===== src/rtl/fp64_pkg.sv =====
// Shared constants and types for the binary64 divider.
package fp64_pkg;

  localparam int SIGN_W     = 1;
  localparam int EXP_W      = 11;
  localparam int FRAC_W     = 52;
  localparam int SIG_W      = FRAC_W + 1;   // significand including hidden bit
  localparam int QUO_W      = 56;           // quotient bits 2^0 .. 2^-55
  localparam int EXP_CALC_W = 13;           // signed working exponent

  localparam int EXP_BIAS = 1023;
  localparam int EXP_MAX  = 2047;

  localparam logic [63:0] QNAN    = 64'h7FF8_0000_0000_0000;
  localparam logic [63:0] POS_INF = 64'h7FF0_0000_0000_0000;

  typedef enum logic [2:0] {IDLE, CALC, NORM, ROUND, DONE} state_t;

  typedef enum logic [1:0] {ZERO, NORMAL, INF, NAN} fp_class_t;

  typedef struct packed {
    logic overflow;
    logic underflow;
    logic div_by_zero;
    logic invalid;
  } flags_t;

endpackage


===== src/rtl/fp64_divider_if.sv =====
// Request/response bundle between a requester and the binary64 divider.
interface fp64_divider_if;
  logic        start;
  logic [63:0] A;
  logic [63:0] B;
  logic        busy;
  logic        done;
  logic [63:0] quotient;
  logic        overflow;
  logic        underflow;
  logic        div_by_zero;
  logic        invalid;

  modport master (
    output start, A, B,
    input  busy, done, quotient, overflow, underflow, div_by_zero, invalid
  );

  modport slave (
    input  start, A, B,
    output busy, done, quotient, overflow, underflow, div_by_zero, invalid
  );
endinterface


===== src/rtl/fp64_classify.sv =====
// Splits one binary64 operand into fields and classifies it.
// Subnormals are flushed to a signed zero.
module fp64_classify
  import fp64_pkg::*;
(
  input  logic [63:0]      i_op,
  output logic             o_sign,
  output logic [EXP_W-1:0] o_exp,
  output logic [SIG_W-1:0] o_sig,
  output fp_class_t        o_cls
);

  // Field extraction and class decode
  always_comb begin
    // NOTE: every output gets a default before the if/else chain so no branch
    // can leave one unassigned, which would otherwise infer a latch.
    o_sign = i_op[63];
    o_exp  = i_op[62:52];
    o_sig  = {1'b1, i_op[51:0]};
    o_cls  = NORMAL;
    if (i_op[62:52] == '0) begin
      o_cls = ZERO;
      o_exp = '0;
      o_sig = '0;
    end else if (i_op[62:52] == '1) begin
      o_cls = (i_op[51:0] != '0) ? NAN : INF;
    end
  end

endmodule


===== src/rtl/fp64_divider.sv =====
// Multi-cycle binary64 divider: restoring division, one quotient bit per
// cycle, round-to-nearest-even, flush-to-zero on both inputs and outputs.
module fp64_divider
  import fp64_pkg::*;
(
  input  logic          clk,
  input  logic          rst,
  fp64_divider_if.slave bus
);

  localparam logic signed [EXP_CALC_W-1:0] E_MAX_S = EXP_CALC_W'(EXP_MAX);

  logic             w_sign_a, w_sign_b;
  logic [EXP_W-1:0] w_exp_a, w_exp_b;
  logic [SIG_W-1:0] w_sig_a, w_sig_b;
  fp_class_t        w_cls_a, w_cls_b;

  fp64_classify u_cls_a (
    .i_op(bus.A), .o_sign(w_sign_a), .o_exp(w_exp_a), .o_sig(w_sig_a), .o_cls(w_cls_a)
  );
  fp64_classify u_cls_b (
    .i_op(bus.B), .o_sign(w_sign_b), .o_exp(w_exp_b), .o_sig(w_sig_b), .o_cls(w_cls_b)
  );

  state_t                        r_state;
  logic                          r_busy, r_done;
  logic [63:0]                   r_q, r_res;
  flags_t                        r_flags, r_res_flags;
  logic                          r_sign;
  logic signed [EXP_CALC_W-1:0]  r_exp;
  logic [SIG_W:0]                r_rem;
  logic [SIG_W-1:0]              r_div;
  logic [QUO_W-1:0]              r_quo;
  logic [5:0]                    r_cnt;

  logic                          w_sign;
  logic                          w_special;
  logic [63:0]                   w_spec_res;
  flags_t                        w_spec_flags;
  logic signed [EXP_CALC_W-1:0]  w_exp_init;

  assign w_sign     = w_sign_a ^ w_sign_b;
  assign w_exp_init = EXP_CALC_W'({2'b00, w_exp_a}) - EXP_CALC_W'({2'b00, w_exp_b})
                    + EXP_CALC_W'(EXP_BIAS);

  // Special-operand result, resolved at accept time in priority order
  always_comb begin
    w_special    = 1'b1;
    w_spec_res   = '0;
    w_spec_flags = '0;
    if (w_cls_a == NAN || w_cls_b == NAN) begin
      w_spec_res           = QNAN;
      w_spec_flags.invalid = 1'b1;
    end else if ((w_cls_a == ZERO && w_cls_b == ZERO) || (w_cls_a == INF && w_cls_b == INF)) begin
      w_spec_res           = QNAN;
      w_spec_flags.invalid = 1'b1;
    end else if (w_cls_a == INF) begin
      w_spec_res = {w_sign, POS_INF[62:0]};
    end else if (w_cls_b == INF) begin
      w_spec_res = {w_sign, 63'd0};
    end else if (w_cls_b == ZERO) begin
      w_spec_res               = {w_sign, POS_INF[62:0]};
      w_spec_flags.div_by_zero = 1'b1;
    end else if (w_cls_a == ZERO) begin
      w_spec_res = {w_sign, 63'd0};
    end else begin
      w_special = 1'b0;
    end
  end

  logic             w_ge;
  logic [SIG_W-1:0] w_rem_sub;

  // One restoring-division step: subtract the divisor when it fits
  always_comb begin
    w_ge      = r_rem >= {1'b0, r_div};
    w_rem_sub = w_ge ? SIG_W'(r_rem - {1'b0, r_div}) : r_rem[SIG_W-1:0];
  end

  logic                         w_guard, w_sticky, w_up, w_carry;
  logic [FRAC_W-1:0]            w_frac_rnd;
  logic signed [EXP_CALC_W-1:0] w_exp_rnd;
  logic [63:0]                  w_rnd_res;
  flags_t                       w_rnd_flags;

  // Round-to-nearest-even on the normalised quotient, then range check.
  // Kept bits are r_quo[55:3]; r_quo[55] is the hidden bit.
  always_comb begin
    w_guard                = r_quo[2];
    w_sticky               = (|r_quo[1:0]) | (|r_rem);
    w_up                   = w_guard & (w_sticky | r_quo[3]);
    {w_carry, w_frac_rnd}  = {1'b0, r_quo[54:3]} + (FRAC_W + 1)'(w_up);
    w_exp_rnd              = w_carry ? r_exp + 13'sd1 : r_exp;
    w_rnd_res              = '0;
    w_rnd_flags            = '0;
    if (w_exp_rnd >= E_MAX_S) begin
      w_rnd_res            = {r_sign, POS_INF[62:0]};
      w_rnd_flags.overflow = 1'b1;
    end else if (w_exp_rnd <= 13'sd0) begin
      w_rnd_res             = {r_sign, 63'd0};
      w_rnd_flags.underflow = 1'b1;
    end else begin
      w_rnd_res = {r_sign, w_exp_rnd[EXP_W-1:0], w_frac_rnd};
    end
  end

  // Control FSM and datapath registers
  always_ff @(posedge clk) begin
    // NOTE: the synchronous reset clears every datapath register, not just
    // the FSM, so an aborted operation leaves nothing behind for the next one.
    if (rst) begin
      r_state     <= IDLE;
      r_busy      <= 1'b0;
      r_done      <= 1'b0;
      r_q         <= '0;
      r_res       <= '0;
      r_flags     <= '0;
      r_res_flags <= '0;
      r_sign      <= 1'b0;
      r_exp       <= '0;
      r_rem       <= '0;
      r_div       <= '0;
      r_quo       <= '0;
      r_cnt       <= '0;
    end else begin
      // NOTE: non-blocking assignments throughout, so every register in this
      // block samples the pre-edge values regardless of statement order.
      case (r_state)
        IDLE: begin
          r_done <= 1'b0;
          if (r_busy) begin
            r_busy <= 1'b0;             // the done-pulse cycle is the last busy cycle
          end else if (bus.start) begin
            r_busy  <= 1'b1;
            r_q     <= '0;
            r_flags <= '0;
            r_sign  <= w_sign;
            if (w_special) begin
              r_res       <= w_spec_res;
              r_res_flags <= w_spec_flags;
              r_state     <= DONE;
            end else begin
              r_rem   <= {1'b0, w_sig_a};
              r_div   <= w_sig_b;
              r_quo   <= '0;
              r_cnt   <= '0;
              r_exp   <= w_exp_init;
              r_state <= CALC;
            end
          end
        end
        CALC: begin
          r_rem <= {w_rem_sub, 1'b0};
          r_quo <= {r_quo[QUO_W-2:0], w_ge};
          r_cnt <= r_cnt + 6'd1;
          if (r_cnt == 6'(QUO_W - 1)) r_state <= NORM;
        end
        NORM: begin
          if (!r_quo[QUO_W-1]) begin
            r_quo <= {r_quo[QUO_W-2:0], 1'b0};
            r_exp <= r_exp - 13'sd1;
          end
          r_state <= ROUND;
        end
        ROUND: begin
          r_res       <= w_rnd_res;
          r_res_flags <= w_rnd_flags;
          r_state     <= DONE;
        end
        DONE: begin
          r_done  <= 1'b1;
          r_q     <= r_res;
          r_flags <= r_res_flags;
          r_state <= IDLE;
        end
        default: r_state <= IDLE;
      endcase
    end
  end

  assign bus.busy        = r_busy;
  assign bus.done        = r_done;
  assign bus.quotient    = r_q;
  assign bus.overflow    = r_flags.overflow;
  assign bus.underflow   = r_flags.underflow;
  assign bus.div_by_zero = r_flags.div_by_zero;
  assign bus.invalid     = r_flags.invalid;

endmodule


===== src/flat_wrapper.sv =====
// flat-port wrapper written by rule: the top's interface ports become plain ports
module fp64_divider_flat import fp64_pkg::*;
  (clk, rst, bus_start, bus_A, bus_B, bus_busy, bus_done, bus_quotient, bus_overflow, bus_underflow, bus_div_by_zero, bus_invalid);
  fp64_divider_if bus_i ();
  input  logic clk;
  input  logic rst;
  input wire logic [$bits(bus_i.start)-1:0] bus_start;
  input wire logic [$bits(bus_i.A)-1:0] bus_A;
  input wire logic [$bits(bus_i.B)-1:0] bus_B;
  output wire logic [$bits(bus_i.busy)-1:0] bus_busy;
  output wire logic [$bits(bus_i.done)-1:0] bus_done;
  output wire logic [$bits(bus_i.quotient)-1:0] bus_quotient;
  output wire logic [$bits(bus_i.overflow)-1:0] bus_overflow;
  output wire logic [$bits(bus_i.underflow)-1:0] bus_underflow;
  output wire logic [$bits(bus_i.div_by_zero)-1:0] bus_div_by_zero;
  output wire logic [$bits(bus_i.invalid)-1:0] bus_invalid;
  assign bus_i.start = bus_start;
  assign bus_i.A = bus_A;
  assign bus_i.B = bus_B;
  assign bus_busy = bus_i.busy;
  assign bus_done = bus_i.done;
  assign bus_quotient = bus_i.quotient;
  assign bus_overflow = bus_i.overflow;
  assign bus_underflow = bus_i.underflow;
  assign bus_div_by_zero = bus_i.div_by_zero;
  assign bus_invalid = bus_i.invalid;
  fp64_divider u_core (.clk(clk), .rst(rst), .bus(bus_i));
endmodule

===== config.mk =====
export PLATFORM = sky130hd
export DESIGN_NAME = fp64_divider_flat
export DESIGN_NICKNAME = d
export VERILOG_FILES = /design/src/rtl/fp64_pkg.sv /design/src/rtl/fp64_divider_if.sv /design/src/rtl/fp64_classify.sv /design/src/rtl/fp64_divider.sv /design/src/flat_wrapper.sv
export SDC_FILE = /design/constraint.sdc
export NUM_CORES = 1
export LEC_CHECK = 0
export CAP_MARGIN = 0
export CORE_MARGIN = 4
export CORE_UTILIZATION = 52
export DETAILED_ROUTE_END_ITERATION = 8
export PLACE_DENSITY = 0.77
export SKIP_CTS_REPAIR_TIMING = 1
export SLEW_MARGIN = 20
export SYNTH_ARGS = -nofsm -noshare
export SYNTH_HDL_FRONTEND = slang
export SYNTH_SLANG_ARGS = --single-unit

===== constraint.sdc =====
create_clock -name clk -period 3.7 [get_ports clk]
set_input_delay 1.11 -clock clk [delete_from_list [all_inputs] [get_ports clk]]
set_output_delay 1.11 -clock clk [all_outputs]
set_load 0.05 [all_outputs]

==> flow_metrics.tcl, run 1 <==
set metrics [dict create \
    die_h_um 196 \
    whs_ps 450 \
    antenna_found_initial 0 \
    rsz0062_at_grt "true" \
    cts_sinks 324 \
    crit_path_max_fanout 3 \
    synthTopCellsByArea "dfxtp_1 35%, nand2_1 6.6%, nor2_1 5.4%" \
    root_buffer "clkbuf_16" \
    hp-class "reg -> reg" \
    worst-setup-path-type "in -> reg" \
    drt-total-wl_um 58500 \
    cp.required_ps 4110 \
    dp_slack_ps -653 \
    tns_ps 0 \
    grt_overflow 0 \
    grt_util_all_layers 0.286 \
    status "finished clean" \
    yosysMostFrequentCell "dfxtp_1" \
    fin_crit_sh 0.971 \
    numCtsBuffers 37 \
    antenna_cells 0 \
    max-slew-margin-rel 0.285 \
    seq_power_share 0.241 \
    p_per_area_mw_per_mm2 732 \
    total_power_mw 17.6 \
    yosys-top-cells-count "324 x dfxtp_1, 323 x nand2_1, 266 x nor2_1, 155 x a21oi_1, 137 x clkbuf_1" \
    grt_pass1_wl_um 92300 \
    yosysSeqAreaShare 0.354 \
    port_buffers 200 \
    fmax_mhz 278 \
    cts_buffer_depth 3 \
    yosysWarnings 0 \
    clk_pin_slew_ps 60 \
    fin_util 0.693 \
    syn_nets 2567 \
    setup_viol 0 \
    synth_edf_count 0 \
    stdcell_count 3182 \
    syn_area_mm2 0.0183 \
    grt_max_degree 119 \
    synth_top_area_share 0.354 \
    design_area_mm2 0.0240 \
    cap_viol_max_count 0 \
    postSynthCellCount 2365 \
    core_mm2 0.0346 \
    startpoint_type "primary input" \
    synthDistinctLibCells 75 \
    drt-wirelength-per-cell_um 18.4 \
    die_area_mm2 0.0383 \
    fin_nets 2905 \
    num_vias 19000 \
    vias_per_cell 5.97 \
    placed_cells 3114 \
    ys_ff_latch 324 \
    pin_count 201 \
    fin_worst_skew_ps 16.4 \
    ant_nets 0 \
    cts_max_level 2 \
    drt_iter0_markers 1672 \
    worst_pin_slew_ps 1070 \
    placed_area_mm2 0.0224 \
    p_leak_nw 9.20 \
    yosysTopAreaCell "dfxtp_1" \
    final.setup.worst_slack_ps 107 \
    initial_core_util 0.529 \
    fp-row-count 68 \
    hold_viol 0 \
    yosys_most_used_dff "dfxtp_1" \
    power.switching_mw 7.26 \
    drive_gt1_frac 0.163 \
    ir_drop_mv 0.397 \
    clock_latency_ps 530 \
    grt_pass1_vias 17600 \
    cts_tree "done" \
    pwr-share-comb 0.546 \
    clkPwrFrac 0.213 \
    syn_area_per_cell_um2 7.75 \
    area_growth_pct 30.9 \
    intPower_mw 10.3 \
    gp_congestion 0.994 \
    dr.pass1.iters 6 \
    dpl.hpwl_um 43600 \
    critical_path_arrival_ps 4000 \
    sw_frac_of_total 0.413 \
    post-route-drc-count 0 \
    die_x_um 196 \
    async_flop_share 0 \
    end_kind "flop" \
    fin_crit_ps 3590 \
    final_max_slew_viol_count 0 \
]
## placed cells by master, fill, tap and decap left out, types with 14 or more instances in the layout
master and count:
a21oi_1 154, nand4_1 43, a31oi_1 17, a221oi_1 38
a22oi_1 127, dfxtp_1 324, nor3_1 57, clkdlybuf4s50_1 195
and3_1 18, xor2_1 68, nor4_1 59, buf_4 241
clkbuf_16 37, o21ai_0 91, a211oi_1 33, xnor2_1 57
o21ai_1 16, buf_12 15, a21o_1 27, nand2_1 323
o21a_1 14, inv_1 98, ha_1 64, mux2_2 14
nand3_1 50, nor2_1 263, o21ai_2 43
## final cells by class
type	count	area (µm²)
Sequential cell	324	6490
Multi-Input combinational cell	1782	11200
Clock inverter	11	156
Timing Repair Buffer	459	4160
Inverter	99	372
Tap cell	455	569
Clock buffer	52	1080
Fill cell	2795	10600
## logic make-up (layout without fill, tap and decap cells)
group,count (synthesis),in the layout,share of synthesized area
simple gates,903,903,0.226
compound gates,656,656,0.240
flops,324,324,0.354
buf+inv,259,621,0.0557
xor+xnor,127,127,0.0607
fa+ha+maj,71,71,0.0493
mux,25,25,0.0146
## critical path, cell delays in order
cell	delay (ps)
clkdlybuf4s50_1	480
buf_4	130
fa_2	190
nor2b_1	40
o21ai_1	180
a21boi_1	110
buf_4	140
o21a_1	220
o41a_1	480
and4_1	230
nor3_2	150
a41oi_2	60
xnor2_1	150
a2111oi_0	330
## flip-flops by register name, summed over array words and instances, names as in the netlist
name                    flops
u_core.bus.overflow         1
u_core.r_res_flags          4
u_core.bus.busy             1
u_core.bus.underflow        1
u_core.r_state              3
u_core.bus.done             1
u_core.r_rem               54
u_core.bus.invalid          1
u_core.r_div               53
u_core.bus.div_by_zero      1
u_core.r_exp               13
u_core.r_res               64
u_core.r_cnt                6
u_core.r_sign               1
u_core.bus.quotient        64
u_core.r_quo               56
## power by group through the flow
stage	Clock, mW	Sequential (mW)	Combinational [mW]
finish	3.74	4.24	9.59
global route	3.94	4.28	10.4
CTS	3.79	4.22	9.07
detailed placement	0	4.30	9.00
global placement	0	4.28	8.92
floorplan	0	4.18	5.93
## final timing paths
kind	startpoint	end	slack [ps]	cells after the start
worst max-delay path	bus_B[53]	u_core.r_exp[11]$_SDFFE_PP0P_	110	14
worst min register to register	u_core.r_res[48]$_SDFFE_PP0P_	u_core.r_res[48]$_SDFFE_PP0P_	450	2
worst min-delay path	u_core.r_res[48]$_SDFFE_PP0P_	u_core.r_res[48]$_SDFFE_PP0P_	450	2
worst max register to register	u_core.r_quo[3]$_SDFFE_PP0P_	u_core.r_res[41]$_SDFFE_PP0P_	110	11
## per-layer routing
metal	global-route usage	share of wire	up-vias
met3	0.0445	0.067	95
met4	0.0701	0.023	0
met1	0.406	0.46	9041
li1	-	-	9183
met5	0	0	-
met2	0.459	0.45	681
Note: power is estimated with default switching activity, not from simulation.
==> inputs of run 2 (changes only) <==
--- a/config.mk
+++ b/config.mk
@@ -5,6 +5,7 @@
 export SDC_FILE = /design/constraint.sdc
 export NUM_CORES = 1
 export LEC_CHECK = 0
+export ABC_AREA = 0
 export CAP_MARGIN = 0
 export CORE_MARGIN = 4
 export CORE_UTILIZATION = 52
==> results of run 2 <==
Same layout as run 1: the final DEF is identical, and so are final timing and power.
==> inputs of run 3 (changes only) <==
--- a/config.mk
+++ b/config.mk
@@ -11,6 +11,7 @@
 export CORE_UTILIZATION = 52
 export DETAILED_ROUTE_END_ITERATION = 8
 export PLACE_DENSITY = 0.77
+export SETUP_SLACK_MARGIN = 0.3
 export SKIP_CTS_REPAIR_TIMING = 1
 export SLEW_MARGIN = 20
 export SYNTH_ARGS = -nofsm -noshare
==> run 3 against run 2 <==
  * Wire length is 5.9% higher
  * Fmax hardly changed
  * Setup slack worse by 0.57 ps
  * Combinational power is 8% higher
  * Total power is 4.4% higher
  * Die area stayed put
  * Sequential power is 1% higher
==> flow_metrics.tcl, run 3 (synthesis results as in run 1) <==
set metrics [dict create \
    status "finished clean" \
    fillers 2689 \
    gp_congestion 0.942 \
    core_mm2 0.0346 \
    cpPeakStageDelay_ps 590 \
    cts_max_level 2 \
    drt-wirelength-per-cell_um 19.4 \
    cp.required_ps 4140 \
    vias_per_cell 6.06 \
    layout_common_cells "320 x nand2_1, 295 x dfxtp_1, 259 x nor2_1" \
    max-slew-margin-rel 0.365 \
    fin_worst_skew_ps 22.9 \
    post-route-drc-count 0 \
    fp-row-count 68 \
    stdcell_count 3197 \
    grt_util_all_layers 0.291 \
    grt_max_degree 94 \
    fmax_mhz 278 \
    drt_iter0_markers 1714 \
    grt_overflow 0 \
    antenna_found_initial 0 \
    cp_top_family "simple AND/OR/NAND/NOR gates" \
    crit_top_cell "or4_4" \
    pin_count 201 \
    ant_nets 0 \
    dr.pass1.iters 6 \
    die_x_um 196 \
    hold_viol 0 \
    critical_path_arrival_ps 4030 \
    clk_pin_slew_ps 70 \
    slowest_stage "or4_4" \
    ir_drop_mv 0.562 \
    port_buffers 200 \
    grt_pass1_wl_um 93300 \
    worst_pin_slew_ps 953 \
    fin_crit_sh 0.971 \
    root_buffer "clkbuf_16" \
    setup_viol 0 \
    drt-total-wl_um 61900 \
    worst-setup-path-type "reg -> reg" \
    fin_util 0.720 \
    hp-class "reg -> reg" \
    design_area_mm2 0.0249 \
    p_per_area_mw_per_mm2 735 \
    cts_tree "done" \
    tns_ps 0 \
    num_vias 19400 \
    worstPathCellList "and4_4 -> nand3_2 -> or4_4 -> or4_4 -> xnor2_4 -> a211o_1 -> or4b_4 -> nand4_4 -> buf_12 -> clkbuf_16 -> o21ai_2" \
    rsz0062_at_grt "true" \
    fin_nets 2917 \
    cts_buffer_depth 3 \
    area_growth_pct 36.0 \
    numCtsBuffers 37 \
    die_h_um 196 \
    final_max_slew_viol_count 0 \
    crit_path_max_fanout 8 \
    placed_cells 3098 \
    p_leak_nw 9.53 \
    die_area_mm2 0.0383 \
    placed_area_mm2 0.0224 \
    dpl.hpwl_um 43100 \
    final_common_cell "nand2_1" \
    startpoint_type "flop" \
    initial_core_util 0.529 \
    drive_gt1_frac 0.213 \
    cap_viol_max_count 0 \
    end_kind "flop" \
    critPathBufInv 2 \
    fin_crit_ps 3590 \
    grt_pass1_vias 17900 \
    cts_sinks 324 \
    antenna_cells 0 \
    clock_latency_ps 550 \
]
[run 3: changes by cell type in the layout (fill, tap and decap cells not counted), moves of 8 or more]
cell,before,now
o21ai_0,91,83
ha_1,64,53
a221oi_2,0,16
dfxtp_2,0,19
dfxtp_1,324,295
ha_4,2,14
a211oi_2,4,16
dfxtp_4,0,10
a221oi_1,38,22
a211oi_1,33,20
o21ai_2,43,51
[run 3: per-stage QoR]
step           hold slack [ps]  setup slack (ps)  total power [mW]
6_report                   453               106              18.3
5_1_grt                    474              54.8              19.4
4_1_cts                    456              -241              17.1
3_5_place_dp               447              -497              13.4
3_3_place_gp               442              -359              13.3
2_1_floorplan              426               165              10.1
[run 3: final timing paths]
kind	startpoint	end	slack, ps	cells after the start
setup reg to reg	u_core.r_quo[17]$_SDFFE_PP0P_	u_core.r_res[34]$_SDFFE_PP0P_	110	11
hold / removal	u_core.r_div[7]$_SDFFE_PP0P_	u_core.r_div[7]$_SDFFE_PP0P_	450	2
setup / recovery	u_core.r_quo[17]$_SDFFE_PP0P_	u_core.r_res[34]$_SDFFE_PP0P_	110	11
hold reg to reg	u_core.r_div[7]$_SDFFE_PP0P_	u_core.r_div[7]$_SDFFE_PP0P_	450	2
[run 3: area by class of cell]
type	instances	area, µm²	area share
clock buffer	50	1070	0.0427
clock inverter	16	144	0.00577
inverter	99	372	0.0149
multi-input combinational	1782	11800	0.474
sequential	324	6550	0.263
tap	455	569	0.0228
timing repair buffer	471	4430	0.178
[run 3: where the power goes]
part / internal, mW / switching, mW / total, mW / leakage, nW
combinational: 4.61 / 5.79 / 10.4 / 6.28
sequential: 3.87 / 0.415 / 4.29 / 2.65
clock: 2.11 / 1.54 / 3.65 / 0.599
total: 10.6 / 7.75 / 18.3 / 9.53
[run 3: routing by layer]
layer | routed length, µm | up-vias | GRT usage
met5 | 0 | - | 0
met4 | 1640 | 0 | 0.0796
met3 | 4250 | 134 | 0.0362
met2 | 29100 | 805 | 0.475
met1 | 27000 | 9243 | 0.408
li1 | - | 9204 | -
[run 3: tightest hold or removal path, delay by kind of cell (launching register included)]
family / cells / cell delay [ps]
flops: 1 / 310
simple gates: 1 / 50
compound gates: 1 / 50
